[config.mk]
export PLATFORM = sky130hd
export DESIGN_NAME = uart_rx_ctrl_p_flat
export DESIGN_NICKNAME = d
export VERILOG_FILES = /design/src/rtl/uart_rx_ctrl_p_if.sv /design/src/rtl/uart_rx_ctrl_p.sv /design/src/flat_wrapper.sv
export SDC_FILE = /design/constraint.sdc
export NUM_CORES = 1
export LEC_CHECK = 0
export CAP_MARGIN = 20
export CELL_PAD_IN_SITES_DETAIL_PLACEMENT = 1
export CELL_PAD_IN_SITES_GLOBAL_PLACEMENT = 1
export CORE_MARGIN = 2
export CORE_UTILIZATION = 48
export CTS_CLUSTER_DIAMETER = 30
export DETAILED_ROUTE_END_ITERATION = 6
export PLACE_DENSITY_LB_ADDON = 0.2
export SKIP_LAST_GASP = 1
export SYNTH_ARGS = -nofsm -noshare
export SYNTH_HDL_FRONTEND = slang
export SYNTH_SLANG_ARGS = --single-unit
[constraint.sdc]
create_clock -name clk_RX -period 4.65 [get_ports clk_RX]
set_input_delay 0.93 -clock clk_RX [delete_from_list [all_inputs] [get_ports clk_RX]]
set_output_delay 0.93 -clock clk_RX [all_outputs]
set_load 0.05 [all_outputs]
[src/rtl/uart_rx_ctrl_p_if.sv]
// Receive-path bundle between the serial line/config source and the UART RX controller.
// master: drives RX_IN and the frame config (Prescale, PAR_EN, PAR_TYP, STOP2), observes results.
// slave : the controller; drives P_DATA, data_valid, parity_error, stop_error, busy.
interface uart_rx_ctrl_p_if #(
    parameter int DATA_WIDTH = 8,
    parameter int PRESC_W    = 6
);
    logic                  RX_IN;
    logic [PRESC_W-1:0]    Prescale;
    logic                  PAR_EN;
    logic                  PAR_TYP;
    logic                  STOP2;
    logic [DATA_WIDTH-1:0] P_DATA;
    logic                  data_valid;
    logic                  parity_error;
    logic                  stop_error;
    logic                  busy;

    modport master (
        output RX_IN, Prescale, PAR_EN, PAR_TYP, STOP2,
        input  P_DATA, data_valid, parity_error, stop_error, busy
    );

    modport slave (
        input  RX_IN, Prescale, PAR_EN, PAR_TYP, STOP2,
        output P_DATA, data_valid, parity_error, stop_error, busy
    );
endinterface

[src/rtl/uart_rx_ctrl_p.sv]
// UART receive controller: frame FSM, edge/bit counters, 3-sample majority voter, deserializer.
// Ports: clk_RX/rst (async active-low) plain; serial line, config and results via uart_rx_ctrl_p_if.slave.
// Result pulses appear the cycle after the final stop-bit sample point; no backpressure (pulse interface).
module uart_rx_ctrl_p #(
    parameter int DATA_WIDTH = 8,
    parameter int PRESC_W    = 6
) (
    input  logic               clk_RX,
    input  logic               rst,
    uart_rx_ctrl_p_if.slave    bus
);

    localparam int BW = $clog2(DATA_WIDTH + 1);

    typedef enum logic [2:0] {
        IDLE   = 3'd0,
        START  = 3'd1,
        DATA   = 3'd2,
        PARITY = 3'd3,
        STOP   = 3'd4
    } state_t;

    state_t                state;
    state_t                state_nxt;

    logic [PRESC_W-1:0]    edge_cnt;
    logic [BW-1:0]         bit_cnt;
    logic [PRESC_W-1:0]    presc_q;
    logic [PRESC_W-1:0]    half_q;
    logic                  par_en_q;
    logic                  par_typ_q;
    logic                  stop2_q;
    logic                  smp0;
    logic                  smp1;
    logic [DATA_WIDTH-1:0] shreg;
    logic                  perr_q;
    logic                  serr_q;

    logic [DATA_WIDTH-1:0] p_data_q;
    logic                  data_valid_q;
    logic                  parity_error_q;
    logic                  stop_error_q;

    logic [PRESC_W-1:0]    presc_eff;
    logic                  at_s0;
    logic                  at_s1;
    logic                  at_smp;
    logic                  at_end;
    logic                  maj;
    logic                  last_data;
    logic                  last_stop;

    logic                  frame_good;
    logic                  frame_perr;
    logic                  frame_serr;

    // Ratios below 8 leave too few clocks for a centred 3-sample window.
    assign presc_eff = (bus.Prescale < PRESC_W'(8)) ? PRESC_W'(8) : bus.Prescale;

    assign at_s0     = (edge_cnt == half_q - PRESC_W'(1));
    assign at_s1     = (edge_cnt == half_q);
    assign at_smp    = (edge_cnt == half_q + PRESC_W'(1));
    assign at_end    = (edge_cnt == presc_q - PRESC_W'(1));
    // Third vote is the live line value on the sample-point edge.
    assign maj       = (smp0 & smp1) | (smp0 & bus.RX_IN) | (smp1 & bus.RX_IN);
    assign last_data = (bit_cnt == BW'(DATA_WIDTH - 1));
    assign last_stop = !stop2_q || (bit_cnt == BW'(1));

    // State register
    always_ff @(posedge clk_RX or negedge rst) begin
        if (!rst) begin
            state <= IDLE;
        end else begin
            state <= state_nxt;
        end
    end

    // Next-state logic
    always_comb begin
        state_nxt = state;
        case (state)
            IDLE: begin
                if (!bus.RX_IN) state_nxt = START;
            end
            START: begin
                if (at_smp && maj)  state_nxt = IDLE;   // start glitch
                else if (at_end)    state_nxt = DATA;
            end
            DATA: begin
                if (at_end && last_data) state_nxt = par_en_q ? PARITY : STOP;
            end
            PARITY: begin
                if (at_end) state_nxt = STOP;
            end
            STOP: begin
                // Completing mid-bit lets IDLE catch a start bit that follows with no gap.
                if (at_smp && last_stop) state_nxt = IDLE;
            end
            default: state_nxt = IDLE;
        endcase
    end

    // Output decode: frame verdict on the final stop sample point
    always_comb begin
        frame_good = 1'b0;
        frame_perr = 1'b0;
        frame_serr = 1'b0;
        if (state == STOP && at_smp && last_stop) begin
            frame_perr = perr_q;
            frame_serr = serr_q | ~maj;
            frame_good = !frame_perr && !frame_serr;
        end
    end

    // Counters, config latch, voter samples, deserializer, registered outputs
    always_ff @(posedge clk_RX or negedge rst) begin
        if (!rst) begin
            edge_cnt       <= '0;
            bit_cnt        <= '0;
            presc_q        <= '0;
            half_q         <= '0;
            par_en_q       <= 1'b0;
            par_typ_q      <= 1'b0;
            stop2_q        <= 1'b0;
            smp0           <= 1'b0;
            smp1           <= 1'b0;
            shreg          <= '0;
            perr_q         <= 1'b0;
            serr_q         <= 1'b0;
            p_data_q       <= '0;
            data_valid_q   <= 1'b0;
            parity_error_q <= 1'b0;
            stop_error_q   <= 1'b0;
        end else begin
            if (state == IDLE) begin
                bit_cnt <= '0;
                if (!bus.RX_IN) begin
                    // The detecting edge is edge 0 of the start bit, so the count resumes at 1
                    // and edge_cnt stays aligned with the clocks elapsed since the falling edge.
                    edge_cnt  <= PRESC_W'(1);
                    presc_q   <= presc_eff;
                    half_q    <= presc_eff >> 1;
                    par_en_q  <= bus.PAR_EN;
                    par_typ_q <= bus.PAR_TYP;
                    stop2_q   <= bus.STOP2;
                    perr_q    <= 1'b0;
                    serr_q    <= 1'b0;
                end else begin
                    edge_cnt <= '0;
                end
            end else if (state_nxt == IDLE) begin
                edge_cnt <= '0;
                bit_cnt  <= '0;
            end else begin
                edge_cnt <= at_end ? '0 : edge_cnt + PRESC_W'(1);
                if (at_end) begin
                    if (state == DATA)
                        bit_cnt <= last_data ? '0 : bit_cnt + BW'(1);
                    else if (state == STOP)
                        bit_cnt <= bit_cnt + BW'(1);
                end
            end

            if (at_s0) smp0 <= bus.RX_IN;
            if (at_s1) smp1 <= bus.RX_IN;

            if (state == DATA && at_smp)
                shreg <= {maj, shreg[DATA_WIDTH-1:1]};
            if (state == PARITY && at_smp)
                perr_q <= (maj != (par_typ_q ? ~^shreg : ^shreg));
            if (state == STOP && at_smp && !maj)
                serr_q <= 1'b1;

            data_valid_q   <= frame_good;
            parity_error_q <= frame_perr;
            stop_error_q   <= frame_serr;
            if (frame_good) p_data_q <= shreg;
        end
    end

    assign bus.P_DATA       = p_data_q;
    assign bus.data_valid   = data_valid_q;
    assign bus.parity_error = parity_error_q;
    assign bus.stop_error   = stop_error_q;
    assign bus.busy         = (state != IDLE);

endmodule

[src/flat_wrapper.sv]
// flat-port wrapper written by rule: the top's interface ports become plain ports
module uart_rx_ctrl_p_flat 
#(
    parameter int DATA_WIDTH = 8,
    parameter int PRESC_W    = 6
)
  (clk_RX, rst, bus_RX_IN, bus_Prescale, bus_PAR_EN, bus_PAR_TYP, bus_STOP2, bus_P_DATA, bus_data_valid, bus_parity_error, bus_stop_error, bus_busy);
  uart_rx_ctrl_p_if #(.DATA_WIDTH(DATA_WIDTH), .PRESC_W(PRESC_W)) bus_i ();
  input  logic clk_RX;
  input  logic rst;
  input wire logic [$bits(bus_i.RX_IN)-1:0] bus_RX_IN;
  input wire logic [$bits(bus_i.Prescale)-1:0] bus_Prescale;
  input wire logic [$bits(bus_i.PAR_EN)-1:0] bus_PAR_EN;
  input wire logic [$bits(bus_i.PAR_TYP)-1:0] bus_PAR_TYP;
  input wire logic [$bits(bus_i.STOP2)-1:0] bus_STOP2;
  output wire logic [$bits(bus_i.P_DATA)-1:0] bus_P_DATA;
  output wire logic [$bits(bus_i.data_valid)-1:0] bus_data_valid;
  output wire logic [$bits(bus_i.parity_error)-1:0] bus_parity_error;
  output wire logic [$bits(bus_i.stop_error)-1:0] bus_stop_error;
  output wire logic [$bits(bus_i.busy)-1:0] bus_busy;
  assign bus_i.RX_IN = bus_RX_IN;
  assign bus_i.Prescale = bus_Prescale;
  assign bus_i.PAR_EN = bus_PAR_EN;
  assign bus_i.PAR_TYP = bus_PAR_TYP;
  assign bus_i.STOP2 = bus_STOP2;
  assign bus_P_DATA = bus_i.P_DATA;
  assign bus_data_valid = bus_i.data_valid;
  assign bus_parity_error = bus_i.parity_error;
  assign bus_stop_error = bus_i.stop_error;
  assign bus_busy = bus_i.busy;
  uart_rx_ctrl_p #(.DATA_WIDTH(DATA_WIDTH), .PRESC_W(PRESC_W)) u_core (.clk_RX(clk_RX), .rst(rst), .bus(bus_i));
endmodule
== After elaboration in Yosys (flattened, before gate mapping) ==
Index checks and enable logic that the tools add are counted.

* Add/subtract/negate cells: 5
* $lt $le $gt $ge: 1
* Equal/unequal tests: 13
* Mux-type cells: 27
* Bitwise logic cells: 8
* Reduce and logical (&&, ||, !) cells: 27

{| class="wikitable"
|+ Operator list
! kind !! count
|-
| $mux 4 || 6
|-
| $mux 6 || 4
|-
| $mux 3 || 7
|-
| $eq 6x6->1 || 3
|-
| $pmux 3 s5 || 1
|-
| $logic_and 1x1->1 || 9
|-
| $mux 1 || 9
|-
| $reduce_and 2->1 || 4
|-
| $reduce_xnor 8->1 || 1
|-
| $reduce_xor 8->1 || 1
|-
| $add 5x1->6 const B || 1
|-
| $add 6x1->6 const B || 1
|-
| $eq 3x2->1 const B || 2
|-
| $eq 6x5->1 || 1
|-
| $logic_not 3->1 || 2
|-
| $lt 6x4->1 const B || 1
|-
| $reduce_bool 3->1 || 2
|-
| $sub 5x1->6 const B || 1
|-
| $sub 6x1->6 const B || 1
|-
| $add 4x1->4 const B || 1
|-
| $eq 4x1->1 const B || 1
|-
| $eq 4x3->1 const B || 1
|-
| $logic_not 1->1 || 4
|-
| $ne 2x1->1 const B || 2
|-
| 9 further kinds || 15
|}

* Register bits after elaboration: 50
* Input port bits: 12
* Output and inout port bits: 12
* Word-level logic and storage cells: 98

== Logic depth before layout (Yosys ltp) ==
* Word-level depth: 9
* Mapped depth: 9
* Gate-level depth less buffers: 9

== Worst setup path after synthesis ==
OpenSTA, ideal clock, no wires.

* Kind: register to register
* From: register, netlist name u_core.presc_q[1]
* To: register u_core.shreg[0]
* Library setup time: 125 ps
* Data arrival time: 2,337 ps
* Data required time: 4,525 ps
* Slack: 2,188 ps
* Stages on the path, launching flop included: 8
* Path buffers: 0
* Clock period less this slack: 2,462 ps
* Cells stage by stage: dfrtp_1 > inv_1 > ha_1 > xnor2_1 > or3b_4 > nor3_4 > nor3b_4 > mux2_2

{| class="wikitable"
|+ RTL lines
! item !! line !! source
|-
| end signal: assignment || uart_rx_ctrl_p.sv:168 || <nowiki>shreg <= {maj, shreg[DATA_WIDTH-1:1]};</nowiki>
|-
| end: declaration || uart_rx_ctrl_p.sv:35 || <nowiki>logic [DATA_WIDTH-1:0] shreg;</nowiki>
|}

== Worst setup path after layout ==
* From: register u_core.state[0]
* To: output port bus_busy

* Cells in the longest elaborated chain, start to end: 1

{| class="wikitable"
|+ RTL lines
! item !! line !! source
|-
| start: declaration || uart_rx_ctrl_p.sv:23 || <nowiki>state_t state;</nowiki>
|-
| start signal: assignment || uart_rx_ctrl_p.sv:74 || <nowiki>state <= state_nxt;</nowiki>
|-
| $reduce_bool 3->1 || uart_rx_ctrl_p.sv:185 || <nowiki>assign bus.busy = (state != IDLE);</nowiki>
|-
| end: declaration || flat_wrapper.sv:20 || <nowiki>output wire logic [$bits(bus_i.busy)-1:0] bus_busy;</nowiki>
|}

Every way passes these cells.

==> key figures <==
Run status
  • Status: completed

Clock tree
  • CTS HTree Levels: 2
  • Clk sinks: 45
  • Clock Latency Late Sink: 0.31 ns
  • CTS tree: yes
  • Hold Buf Count CTS: 0
  • Setup Buffers After CTS: 0
  • Root Buffer Master: clkbuf_8
  • Max clock buf depth: 2
  • CTS clk-pin slew, worst paths: approximately 0.09 ns
  • TritonCTS Buffers: 5
  • PostCTS Resize Cnt: 0

Worst hold path
  • Type of the tightest min-delay check: in2async

Synthesis
  • Largest family of logic cells by synthesized area: simple AND/OR/NAND/NOR gates
  • Post-synthesis adder-cell area fraction: 3.307%
  • Yosys reg bits: between 40 and 50
  • Mux cell area share after synthesis: under 10%
  • Post-Synthesis Net Count: around 270
  • Cells after Synth: 249
  • Synth async-reset ratio: 100.0%
  • XOR/XNOR share of the synthesized area: about a tenth
  • Most used DFF post-synth: dfrtp_1
  • Simple logic cell fraction of the synthesized area: between 10% and 20%
  • Distinct cell type count after synthesis: between 50 and 60
  • Syn_area_per_cell: 10.64 sq um
  • Number of synthesized flops with an enable pin: 0
  • Cell Area, Synth: ~0.0026 sq mm
  • Sequential area share after synthesis: roughly 43%
  • YS warnings: 0
  • Post-synthesis compound-gate area fraction: approximately 11%

Placed design
  • RePlAce Congestion: 0.7761
  • Placed Cells: 334
  • Hpwl dp: between 4000 and 5000 um
  • Buffers on Ports: 23

Finish
  • Inserted Diodes: 0
  • Nets@finish: approximately 290
  • Filler cell count: 601
  • Area growth, synth to finish: 12.56%
  • Share of cells above drive strength 1: 16.97%
  • Cell Count, Final, Fillers Out: approximately 340

Timing
  • Max Clk Rate: between 0.3 and 0.4 GHz
  • Final Max Tran Viols: 0
  • Final number of hold-violating endpoints: 0
  • Worst-Margin Slew: around 0.81 ns
  • RSZ-0062 raised after global routing: false
  • Tcrit/Tclk final: about three fifths
  • Final worst path period need: between 2 and 3 ns
  • Worst Clk Skew: approximately 0.013 ns
  • # setup viols final: 0
  • Setup TNS: 0 ns
  • Slew headroom: a little under half

Setup path
  • Crit Path Max Fanout: 8
  • Arr. time, crit path: between 1.5 and 2 ns
  • R2R Path Start: u_core.presc_q[2]$_DFFE_PN0P_
  • Worst setup SP type: register
  • Crit Path Class: reg2out
  • R2R depth: 8
  • CP endpoint kind: output pin
  • WP data required: roughly 3.7 ns
  • CP startpoint: u_core.state[0]$_DFF_PN0_

Global route
  • Overflow after GRT: 0
  • First-pass GRT wire length: 9970 um
  • Initial antenna violation count: 0
  • Largest net degree at the start of global routing: 46
  • Vias in the first global route: about 2100
  • GRT Util Overall: 20.82%

Routing
  • First DRT Iteration DRCs: 59
  • Vias: 1900
  • Via/cell ratio: between 5 and 6
  • Post-DRT Antenna Nets: 0
  • Drt wl/cell: ~17 um
  • WL final: about 5700 um
  • Post-route DRC violation count: 0
  • First-pass DRT Iterations: 4

Job
  • Max Cap Viol: 0

Power
  • P_leak: roughly 0.0013 uW
  • Max rail drop VDD: ~0.32 mV
  • PD cells: between 500 and 600 mW/mm^2

Floorplan
  • Num rows: 27
  • Die outline area: between 0.006 and 0.007 sq mm
  • Initial Util: 49.00%
  • IO Pins: 24
  • Die height: just under 80 um
  • Die X: about 80 um
  • Core Area: between 0.005 and 0.006 sq mm
-- metrics by stage --
step / setup slack (ns) / utilization (%) / area (sq um) / hold WS [ns] / total power [uW]
after global routing: 1.560 / 55.16 / 2982 / 0.4884 / 1925
final: 1.781 / 55.16 / 2982 / 0.4887 / 1772
after CTS: 1.764 / 54.79 / 2962 / 0.5147 / 1795
after floorplan: 2.188 / - / 2649 / 0.4665 / 1387
after global placement: 1.675 / 53.13 / 2872 / 0.4898 / 1501
after detailed placement: 1.504 / 53.13 / 2872 / 0.4933 / 1535
-- per-layer routing --
metal / vias to the layer above / global-route usage [%] / share of wire [%]
li1: 916 / - / -
met1: 957 / 27.11 / 45
met2: 22 / 35.52 / 52
met3: 5 / 3.908 / 2.1
met4: 0 / 5.965 / 1.1
met5: - / 0 / 0
-- critical path, stage by stage (launching register included) --
cell             delay (ns)
dfrtp_1                0.49
or3_1                  0.42
clkdlybuf4s50_1        0.73
-- cell usage after synthesis (2+ instances only) --
| master | n | area, sq um |
|---|---|---|
| o31ai_1 | 4 | 30.03 |
| xor2_1 | 11 | 96.34 |
| nand4b_1 | 2 | 17.52 |
| nor3_1 | 5 | 25.02 |
| nand4_1 | 2 | 12.51 |
| dfrtp_1 | 45 | 1126 |
| clkbuf_1 | 3 | 11.26 |
| or2_2 | 2 | 12.51 |
| ha_1 | 7 | 87.58 |
| a21o_1 | 2 | 15.01 |
| o211ai_1 | 3 | 22.52 |
| nor4_1 | 2 | 12.51 |
| nand2b_1 | 2 | 12.51 |
| a21oi_1 | 3 | 15.01 |
| nand2_1 | 28 | 105.1 |
| xnor2_1 | 17 | 148.9 |
| mux2_2 | 19 | 214.0 |
| and2_1 | 3 | 18.77 |
| o21ai_0 | 9 | 45.04 |
| and3_1 | 2 | 12.51 |
| o21a_1 | 2 | 15.01 |
| nor2_1 | 16 | 60.06 |
| nand3_1 | 11 | 55.05 |
| or3_1 | 5 | 31.28 |
| inv_1 | 9 | 33.78 |
| clkbuf_8 | 2 | 27.53 |
-- cells by family after synthesis --
| group | count (synthesis) |
|---|---|
| muxes | 20 |
| buffers and inverters | 19 |
| AOI/OAI and AO/OA | 36 |
| xor gates and xnor gates | 29 |
| DFF | 45 |
| and+or+nand+nor | 93 |
| adders and majority gates | 7 |
-- cell type report --
type	instances	area [sq um]	share of cell area, %
inverter	9	33.78	1.133
sequential	45	1126	37.77
clock inverter	3	21.27	0.7134
tap	72	90.09	3.021
multi-input combinational	185	1396	46.83
timing repair buffer	24	245.2	8.225
clock buffer	5	68.82	2.308
-- flip-flops by register name (all words and copies together), names as in the netlist, 3 cells and up --
register           flops
u_core.shreg           8
u_core.bus.P_DATA      8
u_core.bit_cnt         4
u_core.edge_cnt        6
u_core.presc_q         6
u_core.state           3
-- placed cells by master (no fill, tap or decap), types with 3 or more instances in the layout --
cell type	count
o211ai_1	3
xor2_1	11
nand2_1	28
o21ai_0	9
inv_1	9
o31ai_1	4
dfrtp_1	45
clkbuf_8	5
clkdlybuf4s50_1	22
a21oi_1	3
nor2_1	16
nand3_1	11
and2_1	3
ha_1	7
nor3_1	5
mux2_2	19
xnor2_1	17
or3_1	5
-- worst paths after layout --
path	endpoint	slack, ns
worst max-delay path	bus_busy	1.78
worst min-delay path	u_core.bit_cnt[0]$_DFFE_PN0P_	0.49
worst max register to register	u_core.bit_cnt[3]$_DFFE_PN0P_	1.85
worst min register to register	u_core.par_typ_q$_DFFE_PN0P_	0.51
max in group asynchronous	u_core.shreg[2]$_DFFE_PN0P_	3.70
min in group clk_RX	u_core.par_typ_q$_DFFE_PN0P_	0.51
-- power breakdown --
part / total, uW / switching, uW / internal, uW / leakage (uW)
Clock: 248 / 142 / 107 / 0.0000445
Combinational: 858 / 462 / 396 / 0.000648
Sequential: 666 / 178 / 488 / 0.000593
Note: power is estimated with default switching activity, not from simulation.
